===== config.mk =====
export PLATFORM = sky130hd
export DESIGN_NAME = fetch_unit
export DESIGN_NICKNAME = d
export VERILOG_FILES = /design/src/rtl/fetch_unit.sv
export SDC_FILE = /design/constraint.sdc
export NUM_CORES = 1
export LEC_CHECK = 0
export CAP_MARGIN = 20
export CORE_ASPECT_RATIO = 2
export CORE_UTILIZATION = 39
export CTS_CLUSTER_DIAMETER = 100
export DETAILED_ROUTE_END_ITERATION = 16
export PLACE_DENSITY = 0.78
export SLEW_MARGIN = 20
export SYNTH_ARGS = -nofsm -noshare
export SYNTH_HDL_FRONTEND = slang
export SYNTH_SLANG_ARGS = --single-unit

===== constraint.sdc =====
create_clock -name clk -period 1.5 [get_ports clk]
set_input_delay 0.15 -clock clk [delete_from_list [all_inputs] [get_ports clk]]
set_output_delay 0.15 -clock clk [all_outputs]
set_load 0.03 [all_outputs]

===== src/rtl/fetch_unit.sv =====
// fetch_unit: samples the PC, runs a req/ack program-memory read, and latches the result into the instruction register.
// Optional FETCH_TIMEOUT_EN bounds WAIT and substitutes NOP_INSTR with a sticky fetch_err.
module fetch_unit #(
  parameter int ADDR_W = 12,
  parameter int INSTR_W = 8,
  parameter int TIMEOUT = 15,
  parameter logic [INSTR_W-1:0] NOP_INSTR = 8'h00
) (
  input  logic               clk,
  input  logic               Rst,
  input  logic [ADDR_W-1:0]  addr,
  input  logic               stall,
  output logic               mem_req,
  output logic [ADDR_W-1:0]  mem_addr,
  input  logic [INSTR_W-1:0] mem_data,
  input  logic               mem_ack,
  input  logic               exec_done,
  output logic [INSTR_W-1:0] instr,
  output logic [3:0]         opcode,
  output logic [3:0]         operand,
  output logic               phase,
  output logic               incPC,
  output logic               fetch_err
);
  typedef enum logic [1:0] {FETCH, WAIT, EXEC} state_t;
  state_t state, nxt;
  logic timeout, load;
`ifdef FETCH_TIMEOUT_EN
  localparam int CW = $clog2(TIMEOUT + 1);
  logic [CW-1:0] cnt;
  assign timeout = state == WAIT && !mem_ack && cnt == CW'(TIMEOUT);
  // Held at zero outside WAIT, so every new request starts counting from zero.
  always_ff @(posedge clk)
    if (Rst || state != WAIT) cnt <= '0;
    else if (!mem_ack) cnt <= cnt + 1'b1;
  always_ff @(posedge clk)
    if (Rst) fetch_err <= 1'b0;
    else if (timeout) fetch_err <= 1'b1;
`else
  logic unused_timeout;
  assign unused_timeout = |TIMEOUT;
  assign timeout = 1'b0;
  assign fetch_err = 1'b0;
`endif
  always_ff @(posedge clk)
    state <= Rst ? FETCH : nxt;
  always_comb begin
    nxt = state == FETCH ? (stall ? FETCH : WAIT)
        : state == WAIT  ? (mem_ack || timeout ? EXEC : WAIT)
        : (exec_done ? FETCH : EXEC);
    load = state == WAIT && nxt == EXEC;
  end
  always_ff @(posedge clk)
    if (Rst) begin
      mem_req  <= 1'b0;
      mem_addr <= '0;
      instr    <= '0;
      phase    <= 1'b0;
      incPC    <= 1'b0;
    end else begin
      mem_req <= nxt == WAIT;
      if (state == FETCH && !stall) mem_addr <= addr;
      if (load) instr <= timeout ? NOP_INSTR : mem_data;
      incPC <= load;
      phase <= nxt == EXEC;
    end
  assign opcode  = instr[INSTR_W-1 -: 4];
  assign operand = instr[3:0];
endmodule


# Yosys cells after proc, flatten, opt, wreduce, memory -nomap -nowiden
# Index checks and enable logic that the tools add are counted.
dict set report op_classes {
  eq_ne 3
  mux 5
  n_reduce_logical 4
}
# op count
set ops {}
lappend ops {{two-way mux 2 bit} 4}
lappend ops {{== test 2 x 1 -> 1 bit (second input constant)} 2}
lappend ops {{== test 2 bit (second input constant)} 1}
lappend ops {{logical AND 1 bit} 2}
lappend ops {{zero test 2 bit} 1}
lappend ops {{zero test 1 bit} 1}
lappend ops {{two-way mux 1 bit} 1}
dict set report word_totals {
  register_bits 25
  inputBits 25
  out_inout_bits 32
  word_cells 18
}

# Logic depth before layout (Yosys ltp)
dict set report depth {
  word_depth 5
  mapped_depth 4
  ltp_nobuf 2
}

# Least setup slack after synthesis
# No wires, ideal clock.
dict set report synth_path {
  path_type {register -> register}
  start {reg state[1]}
  end {reg phase}
  setup_time_ps 115
  arrival_time_ps 1057
  required_ps 1385
  setup_slack_ps 328
  stages_incl_launch_ff 5
  path_buffers 2
  synth_period_minus_slack_ps 1172
  path_cell_list {dfxtp_1 -> clkbuf_1 -> and3b_1 -> buf_4 -> o21ba_2}
}
dict set report synth_between {
  elab_chain_cells 4
  word_cells_on_any_way 5
  classes_between {eq/ne: 2; mux: 2; reduce/logical: 1}
}
# element line_no
set synth_lines {}
lappend synth_lines {{start, declared} 26} ;# state_t state, nxt;
lappend synth_lines {{start signal, assigned} 46} ;# state <= Rst ? FETCH : nxt;
lappend synth_lines {{== test 2 x 1 -> 1 bit} 49} ;# : state == WAIT ? (mem_ack || timeout ? EXEC : WAIT)
lappend synth_lines {{two-way mux 2 bit} 49}
lappend synth_lines {{two-way mux 2 bit (*)} 48} ;# nxt = state == FETCH ? (stall ? FETCH : WAIT)
lappend synth_lines {{== test 2 bit (*)} 65} ;# phase <= nxt == EXEC;
lappend synth_lines {{end signal, assigned} 58} ;# phase <= 1'b0;
lappend synth_lines {{end signal, assigned} 65}
lappend synth_lines {{end, declared} 21} ;# output logic phase,
# Every way passes the cells marked *; elsewhere a longest branch is shown, timed or not.
# A chain may end at the register's enable or synchronous reset.

# Worst setup path in the final report
dict set report layout_path {
  start {reg mem_addr[7]}
  end {out mem_addr[7]}
}
# element line_no
set layout_lines {}
lappend layout_lines {{start, declared} 14} ;# output logic [ADDR_W-1:0] mem_addr,
lappend layout_lines {{start signal, assigned} 62} ;# if (state == FETCH && !stall) mem_addr <= addr;
# No word-level cell between the ends.

==> reports/qor.log <==
INFO  cells_and_area diodes=0
INFO  setup_path     critical-path-max-stage-delay=690ps
INFO  route          viasPerCell=5.32
INFO  clocking       clk-insertion-delay-late=270ps
INFO  logic_synthesis synth_top_cells_by_area=sky130_fd_sc_hd__dfxtp_1 (44%), sky130_fd_sc_hd__or4b_1 (10%), sky130_fd_sc_hd__nand2b_1 (8.7%)
INFO  sta            fin_skew=1.58ps
INFO  cells_and_area fill_cells=236
INFO  cells_and_area seqCellArea=500µm²
INFO  cells_and_area net_total_in_the_final_layout=189
INFO  run            maxCapViolations=0
INFO  logic_synthesis synth_largest_type_area_fraction=0.435
INFO  setup_path     startpoint_type=flop
INFO  run_status     outcome=finished, final reports clean
INFO  route          total_drc_errors_in_the_routed_layout=0
INFO  route          drt_pre_antenna_iters=4
INFO  sta            max_freq=681MHz
INFO  setup_path     cp_cell_sequence=clkdlybuf4s50_1
INFO  global_route   initial_antenna_violation_count=0
INFO  floorplan      io_pins=57
INFO  setup_path     worst_ep_arrival_time=1320ps
INFO  route          vias=1,022
INFO  cells_and_area multi_input_comb_area=522µm²
INFO  setup_path     worst-path-buf-inv=1
INFO  route          first_iter_violations=7
INFO  sta            timing.final.max_slew_violations=0
INFO  floorplan      fp-row-count=27
INFO  logic_synthesis postSynthRegisterBits=25
INFO  clocking       tritoncts=yes
INFO  setup_path     cp_max_fo=2
INFO  sta            hold_violations=0
INFO  logic_synthesis mappedNetlistArea=1150µm²
INFO  global_route   global_route.overflow_total=0
INFO  clocking       h_tree_levels=1
INFO  logic_synthesis synth_cell_types=17
INFO  global_route   track_usage=0.172
INFO  global_route   grt_pass1_wl=3940µm
INFO  sta            setup_viol=0
INFO  clocking       setup_repair_bufs_after_cts=0
INFO  place          port_buffers=55
INFO  logic_synthesis synth_area_leader_cell=sky130_fd_sc_hd__dfxtp_1
INFO  setup_path     cp_data_required_time=1350ps
INFO  logic_synthesis yosysWarningCount=0
INFO  setup_path     setup.reg_to_reg.worst_slack=230ps
INFO  sta            whs=455ps
INFO  setup_path     critical_path_class=flop to output port
INFO  cells_and_area most-common-layout-cells=sky130_fd_sc_hd__clkdlybuf4s50_1 (50), sky130_fd_sc_hd__dfxtp_1 (25), sky130_fd_sc_hd__nand2b_1 (16)
INFO  place          numPlacedInstances=188
INFO  setup_path     critical_path.slowest_cell=sky130_fd_sc_hd__clkdlybuf4s50_1
INFO  clocking       clk_pin_slew=80ps
INFO  cells_and_area post_route_cells_drive_above_1_share=0.0859
INFO  logic_synthesis ys_seq_area_frac=0.435
INFO  floorplan      die_height=78.8µm
INFO  sta            layout_worst_path_cycle_share=0.980
INFO  power          power.density=866nW/µm²
INFO  power          power.static_leakage=0.728nW
INFO  global_route   grt_start_max_net_pins=30
INFO  place          place.detailed.hpwl=1930µm
INFO  floorplan      die-width=40.4µm
INFO  sta            total_negative_slack=0ps
INFO  sta            setup_repair_after_global_routing_missed_its_margin=no
INFO  power          vdd_drop_max=469µV
INFO  route          detail_route.wirelength=2670µm
INFO  cells_and_area mostFrequentLayoutCell=sky130_fd_sc_hd__clkdlybuf4s50_1
INFO  setup_path     endpoint_kind=output port
INFO  cells_and_area area_delta_synth_final=51.9%
INFO  clocking       ctsRootBufferMaster=sky130_fd_sc_hd__clkbuf_8
INFO  clocking       clkSinkCount=25
INFO  logic_synthesis post_synth.cell_area_avg=9.91µm²
INFO  power          finalPower=1.51mW
INFO  clocking       clockBufferDepth=2
INFO  min_path       worst_min_delay_path_class=primary input to flop
INFO  logic_synthesis net_count_after_synthesis=141
INFO  floorplan      core_region_area=2770µm²
INFO  place          gpl.final_weighted_congestion=0.655
INFO  floorplan      area_enclosed_by_the_die_boundary=3180µm²
INFO  route          detail-route-antenna-nets=0
INFO  cells_and_area final_cell_count_no_fill=192
INFO  setup_path     critical_path.top_delay_family=buffers and inverters
INFO  logic_synthesis postSynthCellCount=116
INFO  sta            post-route-min-period=1470ps
INFO  route          detail_route.wl_per_cell=13.9µm
INFO  global_route   first_global_vias=955
INFO  clocking       tritoncts.num_buffers=3
INFO  floorplan      initial_core_utilization=0.415
-- repair_timing --
item / in CTS / in global routing
hold buffers: 0 / 0
endpoints found under the setup margin: 0 / 6
gates resized for setup: 0 / 5
-- stage by stage --
step | util | instance area [µm²] | worst slack (ps)
after detailed placement | 0.610 | 1690 | -2.32
after global placement | 0.610 | 1690 | 60.2
after floorplan | - | 1150 | 328
after CTS | 0.626 | 1730 | 26.2
final | 0.631 | 1750 | 30.6
after global routing | 0.631 | 1750 | 3.21
-- area by class of cell --
type	count	area share
timing repair buffer	64	0.368
sequential	25	0.287
multi-input combinational	70	0.299
tap	29	0.0208
clock buffer	4	0.0258
-- sequential cells by signal, summed over array words and instances (netlist names) --
signal / flops
instr: 8
mem_req: 1
mem_addr: 12
phase: 1
state: 2
incPC: 1
-- cells by family (layout without fill, tap and decap cells) --
group                  after synthesis  after routing  share of synthesized area
flip-flops                          25             25                      0.435
AND/OR/NAND/NOR                     33             33                      0.218
multiplexers                         8              8                     0.0696
AO/OA/AOI/OAI                       28             28                      0.163
other                                1              1                    0.00326
buffers and inverters               21             68                      0.111
-- Yosys cell counts --
cell,count
sky130_fd_sc_hd__clkbuf_1,7
sky130_fd_sc_hd__o31ai_1,12
sky130_fd_sc_hd__and3b_1,1
sky130_fd_sc_hd__nand2b_1,16
sky130_fd_sc_hd__a21oi_1,12
sky130_fd_sc_hd__mux2i_1,8
sky130_fd_sc_hd__nor2b_1,2
sky130_fd_sc_hd__buf_6,1
sky130_fd_sc_hd__or4b_1,12
sky130_fd_sc_hd__a2111oi_0,2
sky130_fd_sc_hd__nand2_1,1
sky130_fd_sc_hd__conb_1,1
sky130_fd_sc_hd__buf_2,3
sky130_fd_sc_hd__nor3_1,1
sky130_fd_sc_hd__dfxtp_1,25
sky130_fd_sc_hd__buf_4,10
sky130_fd_sc_hd__o21ba_2,2
-- where the power goes --
group	leakage (nW)	internal (mW)	switching, mW
Clock	0.0228	0.190	0.204
Combinational	0.501	0.198	0.195
Sequential	0.205	0.703	0.0228
Total	0.728	1.09	0.422
-- metal layers --
layer	share of wire	global-route usage
met1	0.37	0.179
met4	0.024	0.100
met2	0.55	0.300
met3	0.057	0.0196
met5	0	0
-- final timing paths --
path,startpoint,to,depth (start not counted)
setup reg to reg,state[1],phase,4
hold / removal,mem_data[4],instr[4],3
setup / recovery,mem_addr[7],mem_addr[7],1
hold reg to reg,mem_addr[4],mem_addr[4],2
Note: power is estimated with default switching activity, not from simulation.
==> edit 1, RTL diff (same settings) <==
Set the parameter `INSTR_W` to 7 (it was 8).
--- a/src/rtl/fetch_unit.sv
+++ b/src/rtl/fetch_unit.sv
@@ -2,7 +2,7 @@
 // Optional FETCH_TIMEOUT_EN bounds WAIT and substitutes NOP_INSTR with a sticky fetch_err.
 module fetch_unit #(
   parameter int ADDR_W = 12,
-  parameter int INSTR_W = 8,
+  parameter int INSTR_W = 7,
   parameter int TIMEOUT = 15,
   parameter logic [INSTR_W-1:0] NOP_INSTR = 8'h00
 ) (
Interface: changed (resized instr and mem_data); port bits go from 57 to 55. No check against the original RTL was run, so the function may have changed too.
==> edit 1 against the original RTL <==
Wire length down 10%; first-iteration DRC count up 71%; cell area down 3.1%; count of clock-buffer cells in the layout down 1; power down 4.4%; worst setup slack better by 0.022 ns; maximum frequency up 1.5%; synthesized area down 3.7%; die area down 3.6%; sequential cell count down 1; via count down 5.3%.
==> edit 1: results (changes against the original RTL) <==
metric;value;unit;change
largest stage delay on the critical path;0.68;ns;
switch share;0.275;;was 0.279
DRT met1 WL;914;microns;was 997 microns
Routed WL per cell;13.0;microns;was 13.9 microns
CP endpoint;opcode[2];;was mem_addr[7]
Hold WS;0.459;ns;was 0.455 ns
worst hold path endpoint;instr[0];;was instr[4]
GR Layer Usage met1;0.158;;was 0.179
share of post-route cells with drive strength above 1;0.0769;;was 0.0859
Peak VDD IR;581;uV;was 469 uV
clock power share;0.253;;was 0.261
register area share after synthesis;0.434;;was 0.435
Regs by FF count;mem_addr (12), instr (7), state (2);;was mem_addr (12), instr (8), state (2)
syn nets;136;;was 141
DP Area;1640;sq um;was 1690 sq um
Synth area leaders;dfxtp_1 (43%), or4b_1 (11%), o31ai_1 (8.1%), nand2b_1 (7.9%), mux2i_1 (6.3%);;was dfxtp_1 (44%), or4b_1 (10%), nand2b_1 (8.7%), o31ai_1 (7.8%), mux2i_1 (7.0%)
clk root buf;clkbuf_8;;unchanged
R2R Path End;state[1];;was phase
top cell type's share of synthesized area;0.434;;was 0.435
routed vias/inst;5.23;;was 5.32
Port Buffer Count;53;;was 55
Nets;182;;was 189
Netlist cell types;17;;unchanged
met3 WL;149;microns;was 152 microns
Placer Congestion;0.640;;was 0.655
DRT Pass-1 Iters;2;;was 4
CTS Buf Count;3;;unchanged
R2R Setup Slk;0.29;ns;was 0.23 ns
hold_sp;mem_data[0];;was mem_data[4]
first-pass GRT wire length;3640;microns;was 3940 microns
combinational power share;0.266;;was 0.260
Max FO, Critical Path;3;;was 2
P_leak;0.727;nW;was 0.728 nW
skew final;0.00236;ns;was 0.00158 ns
worst endpoint data arrival time;1.30;ns;was 1.32 ns
Antenna diodes;0;;unchanged
initial DRC count;12;;was 7
prevailing post-synth register cell;dfxtp_1;;unchanged
met3 usage;0.0257;;was 0.0196
start point of the critical path;instr[5];;was mem_addr[7]
DP HPWL;1800;microns;was 1930 microns
Total Routing Usage GR;0.164;;was 0.172
top cells by count, synth;dfxtp_1 (24), nand2b_1 (14), a21oi_1 (12), o31ai_1 (12), or4b_1 (12);;was dfxtp_1 (25), nand2b_1 (16), a21oi_1 (12), o31ai_1 (12), or4b_1 (12)
met2 routed WL;1310;microns;was 1450 microns
number of global-route vias before repair;865;;was 955
run status;finished clean;;unchanged
## edit 1: layout make-up
class	count	area, sq um
multi-input cells	67	499
fillers	244	1040
repair buffers	62	636
flip-flops and latches	24	480
clock buffers	3	41.3
well taps	29	36.3
## edit 1: logic make-up (layout without fill, tap and decap cells)
group / Yosys count / count (layout) / synth area share
AO/OA/AOI/OAI: 28 / 28 / 0.170
buffers and inverters: 21 / 65 / 0.115
flip-flops: 24 / 24 / 0.434
multiplexers: 7 / 7 / 0.0633
other: 1 / 1 / 0.00339
AND/OR/NAND/NOR: 31 / 31 / 0.215
## edit 1: metrics by stage
step	worst slack, ns	std cells	total power [mW]	util	TNS, ns
after floorplan	0.399	112	0.926	-	0
after global placement	0.0288	182	1.09	0.599	0
after detailed placement	-0.0225	182	1.10	0.599	-0.0259
after CTS	0.0229	185	1.46	0.614	0
after global routing	0.00409	185	1.50	0.619	0
final	0.0524	185	1.45	0.619	0
==> edit 2, RTL diff (config.mk and constraints unchanged) <==
Made on the original files. Re-encode `state_t` (3 states) as one-hot, 3 bits wide.
--- a/src/rtl/fetch_unit.sv
+++ b/src/rtl/fetch_unit.sv
@@ -22,7 +22,7 @@
   output logic               incPC,
   output logic               fetch_err
 );
-  typedef enum logic [1:0] {FETCH, WAIT, EXEC} state_t;
+  typedef enum logic [2:0] {FETCH = 3'b001, WAIT = 3'b010, EXEC = 3'b100} state_t;
   state_t state, nxt;
   logic timeout, load;
 `ifdef FETCH_TIMEOUT_EN
Function: no difference found for any inputs over 10 cycles, from zero or initial values and one cycle with Rst high; not proved beyond that.
==> edit 2 against the original RTL <==
Worst hold slack got worse by 0.035 ns; clock power up 12%; synthesized area fell by 8.8%; critical endpoint is now instr[3]; cell area is 6.9% lower; worst setup slack better by 0.012 ns; sequential cell count rose by 1; via count down 3.5%; wire length decreased by 12%; cell count increased by 3.6%; largest cell class unchanged; power grew 4.1%; die area is 8.5% lower; non-clock buffer count down 3; first-iteration DRC count rose to 4.3 times the old value.
==> edit 2: results (changes against the original RTL) <==
metric;value;unit;change
run status;finished clean;;unchanged
Longest Clk Path Bufs;2;;unchanged
largest stage delay on the critical path;0.68;ns;
skew final;0.00565;ns;was 0.00158 ns
Clock Latency Late Sink;0.27;ns;about the same
Peak VDD IR;846;uV;was 469 uV
Final ANT Viol Nets;0;;unchanged
P_leak;0.649;nW;was 0.728 nW
Total Routing Usage GR;0.177;;was 0.172
total number of vias;986;;was 1022
DP HPWL;1830;microns;was 1930 microns
top cells by count, synth;nand2_1 (40), dfxtp_1 (26), a21oi_1 (21);;was dfxtp_1 (25), nand2b_1 (16), a21oi_1 (12), o31ai_1 (12), or4b_1 (12)
Regs by FF count;mem_addr (12), instr (8), state (3);;was mem_addr (12), instr (8), state (2)
Pint;1.15;mW;was 1.09 mW
Routed WL;2360;microns;was 2670 microns
Synth area leaders;dfxtp_1 (50%), nand2_1 (14%), a21oi_1 (10%), buf_4 (6.4%), buf_6 (3.2%);;was dfxtp_1 (44%), or4b_1 (10%), nand2b_1 (8.7%), o31ai_1 (7.8%), mux2i_1 (7.0%)
delay-heaviest family, CP;buffers and inverters;;unchanged
number of global-route vias before repair;920;;was 955
CTS Buf Count;3;;unchanged
max-cap violations;0;;unchanged
DP Area;1560;sq um;was 1690 sq um
Port Buffer Count;55;;unchanged
prevailing post-synth register cell;dfxtp_1;;unchanged
Antenna diodes;0;;unchanged
Nets;197;;was 189
first-pass GRT wire length;3730;microns;was 3940 microns
CTS resizes;0;;unchanged
syn nets;150;;was 141
initial DRC count;30;;was 7
share of post-route cells with drive strength above 1;0.0760;;was 0.0859
Placer Congestion;0.735;;was 0.655
Hold/Removal Path Class;in -> reg;;unchanged
fillcell total;237;;was 236
Netlist cell types;22;;was 17
largest net degree at the start of global routing;20;;was 30
Post-synth ARST share;0;;unchanged
yosys warns;0;;unchanged
clk root buf;clkbuf_8;;unchanged
DRT Pass-1 Iters;3;;was 4
CTS H-tree depth;1;;unchanged
register area share after synthesis;0.496;;was 0.435
Max FO, Critical Path;3;;was 2
-- edit 2: cell types whose count changed in the layout (fill, tap and decap cells not counted), sizes merged, moves of 2 or more --
| cell | delta |
|---|---|
| nand2 | +39 |
| nand2b | -16 |
| o31ai | -12 |
| or4b | -11 |
| a21oi | +9 |
| mux2i | -8 |
| buf | -3 |
| nor2 | +3 |
| a2111oi | -2 |
| a31oi | +2 |
| nor2b | -2 |
| nor3b | +2 |
| o21ba | -2 |
-- edit 2: cell families after synthesis --
logic type,synth area share
DFF,0.496
and+or+nand+nor,0.237
buffers and inverters,0.125
other,0.00358
AOI/OAI and AO/OA,0.137
-- edit 2: path summary, 6_finish.rpt --
kind                                      to  cells past startpoint         start  slack (ns)
worst max-delay path                instr[3]                      1      instr[3]        0.04
worst min register to register  mem_addr[10]                      2  mem_addr[10]        0.46
worst max register to register   mem_addr[9]                      3      state[2]        0.18
worst min-delay path                instr[1]                      3   mem_data[1]        0.42
-- edit 2: final cells by class --
cell class / count / area (sq um) / area share
clock buffer: 4 / 55.1 / 0.0339
multi-input combinational: 80 / 397 / 0.244
sequential: 26 / 520 / 0.320
tap: 28 / 35.0 / 0.0216
timing repair buffer: 61 / 618 / 0.380
-- edit 2: metrics by stage --
step / hold WS, ns / std cells / utilization / worst slack, ns
2_1_floorplan: 0.286 / 125 / - / 0.183
3_3_place_gp: 0.445 / 195 / 0.615 / 0.00983
3_5_place_dp: 0.449 / 195 / 0.615 / -0.0225
4_1_cts: 0.424 / 199 / 0.637 / 0.0233
5_1_grt: 0.425 / 199 / 0.641 / 0.000686
6_report: 0.420 / 199 / 0.641 / 0.0428
-- edit 2: power by group through the flow --
stage          logic (mW)  clock network (mW)  registers (mW)
6_report            0.368               0.441           0.767
5_1_grt             0.400               0.479           0.773
3_3_place_gp        0.363                   0           0.780
4_1_cts             0.372               0.451           0.767
3_5_place_dp        0.371                   0           0.782
2_1_floorplan       0.159                   0           0.838
-- edit 2: worst min-delay path: stages --
cell and delay [ns]:
clkdlybuf4s50_1 0.40, nand2_1 0.05, a21oi_1 0.05
-- edit 2: layer usage --
metal / global-route usage / wire length, microns / vias up
met5: 0 / 0 / -
met4: 0.0805 / 42 / 0
met3: 0.0379 / 163 / 4
met2: 0.331 / 1300 / 39
met1: 0.175 / 851 / 449
li1: - / - / 494
